--- src/rtl/reset_request_gen.sv ---
// Merges a debounced push-button, a software pulse and a watchdog into one start pulse
// for the reset boot sequencer, then tracks the sequencer's reset output through a holdoff.
module reset_request_gen #(
  parameter int DEBOUNCE_CYCLES = 1000,
  parameter int WDT_LIMIT       = 1000000,
  parameter int ACK_TIMEOUT     = 16,
  parameter int HOLDOFF_CYCLES  = 64
) (
  input  logic       clk,
  input  logic       rst_n,
  input  logic       btn_i,
  input  logic       sw_req_i,
  input  logic       wdt_en_i,
  input  logic       wdt_kick_i,
  input  logic       reset_active_i,
  output logic       start_o,
  output logic       busy_o,
  output logic [1:0] cause_o,
  output logic       ack_err_o,
  output logic [7:0] req_count_o
);

  localparam int DB_W = $clog2(DEBOUNCE_CYCLES + 1);
  localparam int WD_W = $clog2(WDT_LIMIT + 1);
  localparam int T_MAX = (ACK_TIMEOUT > HOLDOFF_CYCLES) ? ACK_TIMEOUT : HOLDOFF_CYCLES;
  localparam int T_W = $clog2(T_MAX + 1);

  localparam logic [DB_W-1:0] DB_LAST   = DB_W'(DEBOUNCE_CYCLES - 1);
  localparam logic [WD_W-1:0] WD_LAST   = WD_W'(WDT_LIMIT - 1);
  localparam logic [T_W-1:0]  ACK_LAST  = T_W'(ACK_TIMEOUT - 1);
  localparam logic [T_W-1:0]  HOLD_LAST = T_W'(HOLDOFF_CYCLES - 1);

  typedef enum logic [2:0] {
    IDLE,
    ISSUE,
    WAIT_ASSERT,
    WAIT_RELEASE,
    HOLDOFF
  } state_t;

  state_t           state;
  logic             btn_p0;
  logic             btn_p1;
  logic             btn_level;
  logic [DB_W-1:0]  db_cnt;
  logic             btn_req;
  logic [WD_W-1:0]  wd_cnt;
  logic             wdt_req;
  logic [T_W-1:0]   tcnt;
  logic             any_req;

  // Button beats software, software beats watchdog.
  function automatic logic [1:0] pick_cause(input logic btn, input logic sw);
    if (btn) return 2'b01;
    if (sw)  return 2'b10;
    return 2'b11;
  endfunction

  assign any_req = btn_req | sw_req_i | wdt_req;

  // Stage p0/p1: two-flop synchronizer, then debounce into btn_level.
  always_ff @(posedge clk or negedge rst_n) begin
    if (!rst_n) begin
      btn_p0    <= 1'b0;
      btn_p1    <= 1'b0;
      btn_level <= 1'b0;
      db_cnt    <= '0;
      btn_req   <= 1'b0;
    end else begin
      btn_p0  <= btn_i;
      btn_p1  <= btn_p0;
      btn_req <= 1'b0;
      if (btn_p1 == btn_level) begin
        db_cnt <= '0;
      end else if (db_cnt == DB_LAST) begin
        db_cnt    <= '0;
        btn_level <= btn_p1;
        btn_req   <= btn_p1;
      end else begin
        db_cnt <= db_cnt + 1'b1;
      end
    end
  end

  always_ff @(posedge clk or negedge rst_n) begin
    if (!rst_n) begin
      wd_cnt  <= '0;
      wdt_req <= 1'b0;
    end else begin
      wdt_req <= 1'b0;
      if (!wdt_en_i || wdt_kick_i || (state != IDLE)) begin
        wd_cnt <= '0;
      end else if (wd_cnt == WD_LAST) begin
        wd_cnt  <= '0;
        wdt_req <= 1'b1;
      end else begin
        wd_cnt <= wd_cnt + 1'b1;
      end
    end
  end

  // Requests are only looked at in IDLE; anything arriving elsewhere is dropped.
  always_ff @(posedge clk or negedge rst_n) begin
    if (!rst_n) begin
      state       <= IDLE;
      start_o     <= 1'b0;
      busy_o      <= 1'b0;
      cause_o     <= 2'b00;
      ack_err_o   <= 1'b0;
      req_count_o <= 8'd0;
      tcnt        <= '0;
    end else begin
      start_o <= 1'b0;
      case (state)
        IDLE: begin
          if (any_req) begin
            state       <= ISSUE;
            start_o     <= 1'b1;
            busy_o      <= 1'b1;
            cause_o     <= pick_cause(btn_req, sw_req_i);
            req_count_o <= req_count_o + 8'd1;
          end
        end
        ISSUE: begin
          state <= WAIT_ASSERT;
          tcnt  <= '0;
        end
        WAIT_ASSERT: begin
          if (reset_active_i) begin
            state <= WAIT_RELEASE;
          end else if (tcnt == ACK_LAST) begin
            ack_err_o <= 1'b1;
            state     <= HOLDOFF;
            tcnt      <= '0;
          end else begin
            tcnt <= tcnt + 1'b1;
          end
        end
        WAIT_RELEASE: begin
          if (!reset_active_i) begin
            state <= HOLDOFF;
            tcnt  <= '0;
          end
        end
        HOLDOFF: begin
          if (tcnt == HOLD_LAST) begin
            state  <= IDLE;
            busy_o <= 1'b0;
          end else begin
            tcnt <= tcnt + 1'b1;
          end
        end
        default: begin
          state  <= IDLE;
          busy_o <= 1'b0;
        end
      endcase
    end
  end

endmodule

--- config.mk ---
export PLATFORM = sky130hd
export DESIGN_NAME = reset_request_gen
export DESIGN_NICKNAME = d
export VERILOG_FILES = /design/src/rtl/reset_request_gen.sv
export SDC_FILE = /design/constraint.sdc
export NUM_CORES = 1
export LEC_CHECK = 0
export BUFFER_PORTS_ARGS = -buffer_cell sky130_fd_sc_hd__buf_4
export CORE_MARGIN = 2
export CORE_UTILIZATION = 32
export DETAILED_ROUTE_END_ITERATION = 6
export GPL_TIMING_DRIVEN = 0
export PLACE_DENSITY = 0.48
export SLEW_MARGIN = 40
export SYNTH_ARGS = -nofsm -noshare
export SYNTH_HDL_FRONTEND = slang
export SYNTH_SLANG_ARGS = --single-unit
--- constraint.sdc ---
create_clock -name clk -period 4.54 [get_ports clk]
set_input_delay 0.227 -clock clk [delete_from_list [all_inputs] [get_ports clk]]
set_output_delay 0.227 -clock clk [all_outputs]
set_load 0.02 [all_outputs]
After elaboration in Yosys (flattened, before gate mapping)
Index checks and enable logic that the tools add are counted.

Output and inout port bits: 13. Logic and storage cells: 86. Input bits: 7. Bits in registers: 58.

Reductions and logical operators: 13. Muxes and demuxes: 35. Bitwise gates (word level): 5. Equal/unequal tests: 15. $add $sub $neg: 4.

Operator list (number): $mux 20 (2); $mux 7 (4); $pmux 7 s4 (1); $add 20x1->20 const B (1); $eq 20x20->1 const B (1); $mux 10 (2); $mux 1 (15); $mux 3 (5); $pmux 3 s5 (1); $add 10x1->10 const B (1); $eq 10x10->1 const B (1); $ne 2x2->1 const B (5); $add 8x1->8 const B (1); $mux 2 (4); $reduce_and 4->1 (2); $add 7x1->7 const B (1); $eq 7x4->1 const B (1); $eq 7x6->1 const B (1); $eq 3x2->1 const B (2); $reduce_and 3->1 (2); $reduce_and 2->1 (2); $reduce_bool 4->1 (1); $eq 3x1->1 const B (1); $eq 3x3->1 const B (1); 10 further kinds (14).

Longest topological paths before layout
Gate-level depths: netlist (run 1).

Word-level depth: 9. Gate-level depth with buffers: 6. Depth with buffers taken out: 5.

Worst setup path before layout (run 1)
Ideal clock, no wire load.

Kind: reg2reg. Start point: reg wd_cnt[0]. End point: reg wd_cnt[18]. Arrival: 1.717 ns. Data required time: 4.462 ns. Cell stages (with the launch flop): 6. Clock period less this slack: 1.795 ns. Slack: 2.745 ns. Cells stage by stage: dfrtp_1 > ha_1 > nand3_2 > or3_4 > or4_1 > a21oi_1.

Cells in the longest elaborated chain, start to end: 3.

RTL lines: from (decl) (RTL line 47) `logic [WD_W-1:0] wd_cnt;`; from (signal assigned) (RTL line 97) `wd_cnt <= wd_cnt + 1'b1;`; $add 20x1->20 or $eq 20x20->1 (tied branches) (RTL line 97, 93); $mux 20 (*) (RTL line 93) `end else if (wd_cnt == WD_LAST) begin`; $mux 20 (*) (RTL line 91) `if (!wdt_en_i || wdt_kick_i || (state != IDLE)) begin`.

Every way passes the cells marked *; elsewhere a longest branch is shown, timed or not. A chain may end at the register's enable or synchronous reset.

Final worst setup path (run 1)
Start point: reg wd_cnt[0]. End point: reg wd_cnt[3].

Same word-level chain as after synthesis.

==> flow_metrics.py, run 1 <==
metrics = {
    "route": {
        "wl_per_cell_um": 13.1,
        "viasPerCell": 4.95,
        "antenna_left": 0,
        "vias": 2023,
        "drc": 0,
        "drt_iter0_drc": 69,
        "drt_wl_total_um": 5340,
        "first_pass_iters": 4,
    },
    "logic_synthesis": {
        "ys_ff_latch": 58,
        "syn_nets": 279,
        "synth_cell_types": 47,
        "ys_seq_area_share_pct": 52.7,
        "yosys-top-cells-area": "dfrtp_1 53%, xnor2_1 7.6%, nor2_1 5.9%",
        "synthTopCellsByCount": "58 x dfrtp_1, 43 x nor2_1, 24 x xnor2_1",
        "synth_most_common_cell": "dfrtp_1",
        "synthArstFlopShare_pct": 100,
        "syn_inst": 268,
        "ys.flop_type": "dfrtp_1",
        "yosysTopAreaCellShare_pct": 52.7,
        "yosysWarnings": 0,
        "yosys.area.top_type": "dfrtp_1",
        "synth_area_mm2": 0.00276,
        "synth_area_per_cell_um2": 10.3,
        "synth_edf_count": 0,
    },
    "global_route": {
        "grt_max_degree": 59,
        "antenna_found_initial": 0,
        "grt_overflow": 0,
        "grt_pass1_wl_um": 9380,
        "grt_pass1_vias": 1996,
        "grt_usage_pct": 12.3,
    },
    "final_layout": {
        "nNetsFinal": 311,
        "area_delta_synth_final_pct": 19.0,
        "n_antenna_cell": 0,
        "final_core_util_pct": 39.5,
        "drive_gt1_share_pct": 15.8,
    },
    "floorplan": {
        "io_pins": 20,
        "core_area_mm2": 0.00830,
        "start_util_pct": 33.2,
        "die_area_mm2": 0.00937,
        "die_w_um": 96.8,
        "rows": 33,
        "die_y_um": 96.8,
    },
    "timing": {
        "finalHoldViolCount": 0,
        "whs_ns": 0.0822,
        "worst_slew_margin_rel_pct": 48.4,
        "grt_setup_unrepaired": "false",
        "tightest_slew_ns": 0.764,
        "post-route-period-util_pct": 46.6,
        "setup_viol": 0,
        "period_needed_ns": 2.12,
        "setup_slack_ns": 2.42,
        "report.final.slew_viol_count": 0,
        "fmax_mhz": 472,
        "finalSetupTns_ns": 0,
        "finalClockSkew_ns": 0.00784,
    },
    "clock_network": {
        "htree_levels": 3,
        "worst_setup_hold_path_clk_slew_ns": 0.07,
        "clk_latency_ns": 0.34,
        "numCtsBuffers": 9,
        "clock_path_buffers": 2,
        "root_buffer": "clkbuf_8",
        "cts.sink_count": 58,
        "cts_tree": "yes",
    },
    "power": {
        "p_int_w": 0.00107,
        "seqPwrFrac_pct": 40.2,
        "p_sw_w": 0.000495,
        "combPwrFrac_pct": 25.2,
        "totalPowerFinal_w": 0.00157,
        "power_density_mw_per_mm2": 478,
        "p_clk_share_pct": 34.6,
        "swShare_pct": 31.5,
        "leakage_nw": 1.36,
        "ir_worst_vdd_uv": 138,
    },
    "worst_hold_path": {
        "whs_endpoint": "cause_o[0]",
        "min_path_type": "input port to register",
        "hp-start": "sw_req_i",
        "whs_path_depth": 2,
    },
    "worst_setup_path": {
        "r2r_setup_slack_ns": 2.42,
        "r2r_end": "wd_cnt[3]",
        "r2r_cells": 6,
        "cp-start-kind": "register",
        "worst-setup-path-type": "register to register",
        "crit_fanout": 10,
        "reg2reg_from": "wd_cnt[0]",
        "required_ns": 4.74,
        "crit_path_end_kind": "register",
        "arrival_ns": 2.32,
    },
    "placement": {
        "hpwl_um": 3520,
        "pre_cts_ws_ns": 2.39,
        "place.port_buffers": 19,
        "gp_congestion": 0.812,
    },
    "flow_run": {
        "maxCapViolations": 0,
    },
    "outcome": {
        "status": "finished, final reports clean",
    },
}
[registers in the layout (all words and copies together), names as in the netlist]
register,cells
wd_cnt,20
db_cnt,10
req_count_o,8
tcnt,7
state,3
cause_o,2
ack_err_o,1
btn_level,1
btn_p0,1
btn_p1,1
btn_req,1
busy_o,1
start_o,1
wdt_req,1
[kinds of logic (layout without fill, tap and decap cells)]
| kind of cell | count (synthesis) | count (layout) | share of synthesized area (%) |
|---|---|---|---|
| buf+inv | 15 | 51 | 2.13 |
| simple gates | 124 | 124 | 23.4 |
| mux | 3 | 3 | 1.18 |
| xor+xnor | 32 | 32 | 10.2 |
| compound gates | 32 | 32 | 8.67 |
| fa+ha+maj | 4 | 4 | 1.82 |
| flops | 58 | 58 | 52.7 |
[final cells by class]
type / instances / area [um^2]
Tap cell: 105 / 131
Clock buffer: 11 / 151
Multi-Input combinational cell: 195 / 1250
Inverter: 10 / 37.5
Sequential cell: 58 / 1450
Fill cell: 799 / 5020
Clock inverter: 4 / 75.1
Buffer: 5 / 21.3
Timing Repair Buffer: 21 / 166
[worst max-delay path by stage]
| stage | startpoint | to | cells past startpoint |
|---|---|---|---|
| after floorplan | wd_cnt[0] | wd_cnt[18] | 5 |
| after global placement | wd_cnt[0] | wd_cnt[3] | 6 |
| after detailed placement | wd_cnt[0] | wd_cnt[15] | 6 |
| after CTS | wd_cnt[0] | wd_cnt[3] | 6 |
| after global routing | wd_cnt[0] | wd_cnt[11] | 6 |
| final | wd_cnt[0] | wd_cnt[3] | 6 |
[what timing repair did]
action | 4_1_cts | 5_1_grt
hold endpoints to repair | 54 | 0
hold buffers | 2 | 0
setup buffers | 0 | 0
gates resized for setup | 0 | 0
[layout by cell type, fill, tap and decap left out, types with 4 or more instances in the layout]
master     n
dfrtp_1   58
nor2_1    43
xnor2_1   24
nand2_1   18
buf_4     18
nand3_1   11
clkbuf_8  11
nor3_1    10
inv_1     10
nand4_1    8
xor2_1     8
a21oi_1    6
nor4_1     5
o31ai_1    4
or4_1      4
a22o_1     4
ha_1       4
[routing by layer]
layer / GRT usage (%) / wire length, um
met1: 16.4 / 2630
met4: 6.07 / 136
met3: 3.90 / 220
met5: 0 / 0
met2: 18.0 / 2350
[worst max-delay path: stages, from the launching register on]
cell and delay, ns:
dfrtp_1 0.39, ha_1 0.22, nand3_2 0.20, nor4_1 0.46, a31o_2 0.23, clkbuf_1 0.37, nor2_1 0.10
[metrics by stage]
stage | cells | area (um^2)
after global placement | 392 | 3030
after floorplan | 268 | 2760
after detailed placement | 392 | 3030
after CTS | 409 | 3280
final | 409 | 3280
after global routing | 409 | 3280
[power groups by stage]
stage / logic [W] / clock network (W) / registers (W)
2_1_floorplan: 0.000230 / 0 / 0.000671
5_1_grt: 0.000437 / 0.000583 / 0.000642
3_5_place_dp: 0.000392 / 0 / 0.000640
4_1_cts: 0.000398 / 0.000560 / 0.000630
3_3_place_gp: 0.000392 / 0 / 0.000640
6_report: 0.000396 / 0.000543 / 0.000630
No activity file was read; power rests on OpenSTA's default activity.
==> run 2, diff against run 1 <==
PLACE_DENSITY = 0.49   (was 0.48)
clock period = 1.8 ns   (was 4.54 ns; I/O delays follow)
==> run 2 against run 1 <==
Effect of this change: critical path depth is 1 lower; global-route usage is 0.35 points higher; maximum frequency increased by 19%; core utilization increased by 2.8 points; clock power rose to 2.8 times the previous value; sequential share of layout area decreased by 2.8 points; total power grew to 2.7 times the previous value; largest cell class unchanged.
==> flow_metrics.py, run 2 (same netlist as run 1, synthesis figures left out) <==
metrics = {
    "timing": {
        "fmax_mhz": 560,
        "period_needed_ns": 1.79,
        "post-route-period-util_pct": 99.2,
        "worst_slew_margin_rel_pct": 64.7,
        "finalClockSkew_ns": 0.00846,
        "report.final.slew_viol_count": 0,
        "finalSetupTns_ns": 0,
        "tightest_slew_ns": 0.530,
        "finalHoldViolCount": 0,
        "whs_ns": 0.218,
        "grt_setup_unrepaired": "true",
        "setup_viol": 0,
        "setup_slack_ns": 0.0143,
    },
    "worst_setup_path": {
        "worst-setup-path-type": "register to register",
        "cp-startpoint": "wd_cnt[0]",
        "r2r_setup_slack_ns": 0.01,
        "crit_path_end_kind": "register",
        "reg2reg_from": "wd_cnt[0]",
        "r2r_end": "wd_cnt[18]",
        "cp-start-kind": "register",
        "crit_fanout": 5,
        "required_ns": 2.06,
        "r2r_cells": 5,
        "crit_path_end": "wd_cnt[18]",
        "arrival_ns": 2.05,
    },
    "route": {
        "drc": 0,
        "wl_per_cell_um": 13.0,
        "viasPerCell": 4.87,
        "drt_wl_total_um": 5480,
        "first_pass_iters": 6,
        "antenna_left": 0,
        "drt_iter0_drc": 103,
        "vias": 2047,
    },
    "floorplan": {
        "die_w_um": 96.8,
        "start_util_pct": 33.2,
        "die_area_mm2": 0.00937,
        "rows": 33,
        "die_y_um": 96.8,
        "io_pins": 20,
        "core_area_mm2": 0.00830,
    },
    "clock_network": {
        "cts.sink_count": 58,
        "worst_setup_hold_path_clk_slew_ns": 0.07,
        "clock_path_buffers": 2,
        "cts_tree": "yes",
        "root_buffer": "clkbuf_8",
        "numCtsBuffers": 9,
        "htree_levels": 3,
        "clk_latency_ns": 0.33,
    },
    "worst_hold_path": {
        "min_path_type": "input port to register",
        "whs_path_depth": 3,
    },
    "placement": {
        "hpwl_um": 3420,
        "place.port_buffers": 19,
        "gp_congestion": 0.819,
        "pre_cts_ws_ns": -0.319,
        "dpl_cell_area_mm2": 0.00303,
    },
    "power": {
        "leakage_nw": 1.46,
        "power_density_mw_per_mm2": 1210,
        "ir_worst_vdd_uv": 388,
    },
    "global_route": {
        "antenna_found_initial": 0,
        "grt_usage_pct": 12.6,
        "grt_overflow": 0,
        "grt_max_degree": 59,
        "grt_pass1_wl_um": 9700,
        "grt_pass1_vias": 2084,
    },
    "final_layout": {
        "nNetsFinal": 321,
        "finalInstanceArea_mm2": 0.00351,
        "final_cell_mix": "56 x dfrtp_1, 42 x nor2_1, 27 x buf_4, 24 x xnor2_1, 17 x nand2_1",
        "final_common_cell": "dfrtp_1",
        "n_antenna_cell": 0,
        "area_delta_synth_final_pct": 27.3,
        "reg.largest.list": "wd_cnt (20), db_cnt (10), req_count_o (8)",
        "top_register": "wd_cnt",
        "regArea_mm2": 0.00145,
        "multi_input_area_mm2": 0.00136,
        "largest_reg_flops": 20,
        "fillCellCount": 776,
        "drive_gt1_share_pct": 24.1,
    },
    "flow_run": {
        "maxCapViolations": 0,
    },
    "outcome": {
        "status": "finished, final reports clean",
    },
}
-- run 2: metal layers --
layer / global-route usage (%) / vias up / share of wire [%]
met5: 0 / - / 0
met4: 5.63 / 0 / 1.4
met1: 16.3 / 966 / 48
met2: 19.7 / 42 / 46
li1: - / 1033 / -
met3: 3.61 / 6 / 3.7
-- run 2: final cells by class --
type,instances,share of cell area [%]
tap,105,3.74
clock inverter,5,2.85
multi-input combinational,195,38.8
timing repair buffer,32,7.24
clock buffer,11,4.31
buffer,4,0.570
inverter,10,1.07
sequential,58,41.4
-- run 2: worst min-delay path by stage --
stage / startpoint / endpoint / slack, ns
floorplan: rst_n / ack_err_o / -0.21
finish: wdt_kick_i / wdt_req / 0.22
detailed placement: btn_i / btn_p0 / 0.20
global route: wdt_kick_i / wdt_req / 0.22
global placement: btn_i / btn_p0 / 0.20
CTS: wdt_kick_i / wdt_req / 0.21
-- run 2: repair_timing --
action | 4_1_cts | 5_1_grt
buffers inserted | 6 | 3
pin swaps | 4 | 8
hold buffers | 4 | 0
endpoints found under the setup margin | 27 | 35
resized for setup | 14 | 12
cloned | 0 | 0
endpoints found under the hold margin | 61 | 0
-- run 2: power breakdown --
group / total, W / leakage [nW] / switching, W / internal (W)
Clock: 0.00150 / 0.129 / 0.000512 / 0.000990
Combinational: 0.00114 / 0.551 / 0.000630 / 0.000509
Sequential: 0.00161 / 0.777 / 0.000154 / 0.00146
-- run 2: critical path: stages, from the launching register on --
cell and delay, ns:
dfrtp_1 0.40, ha_4 0.17, nand3_4 0.10, or3_4 0.43, or4_4 0.49, a21oi_2 0.12
-- run 2: metrics by stage --
stage          power (W)  cells  utilization [%]
2_1_floorplan    0.00227    268                -
5_1_grt          0.00452    420             42.3
3_5_place_dp     0.00260    392             36.5
4_1_cts          0.00424    418             41.3
3_3_place_gp     0.00261    392             36.5
6_report         0.00425    420             42.3
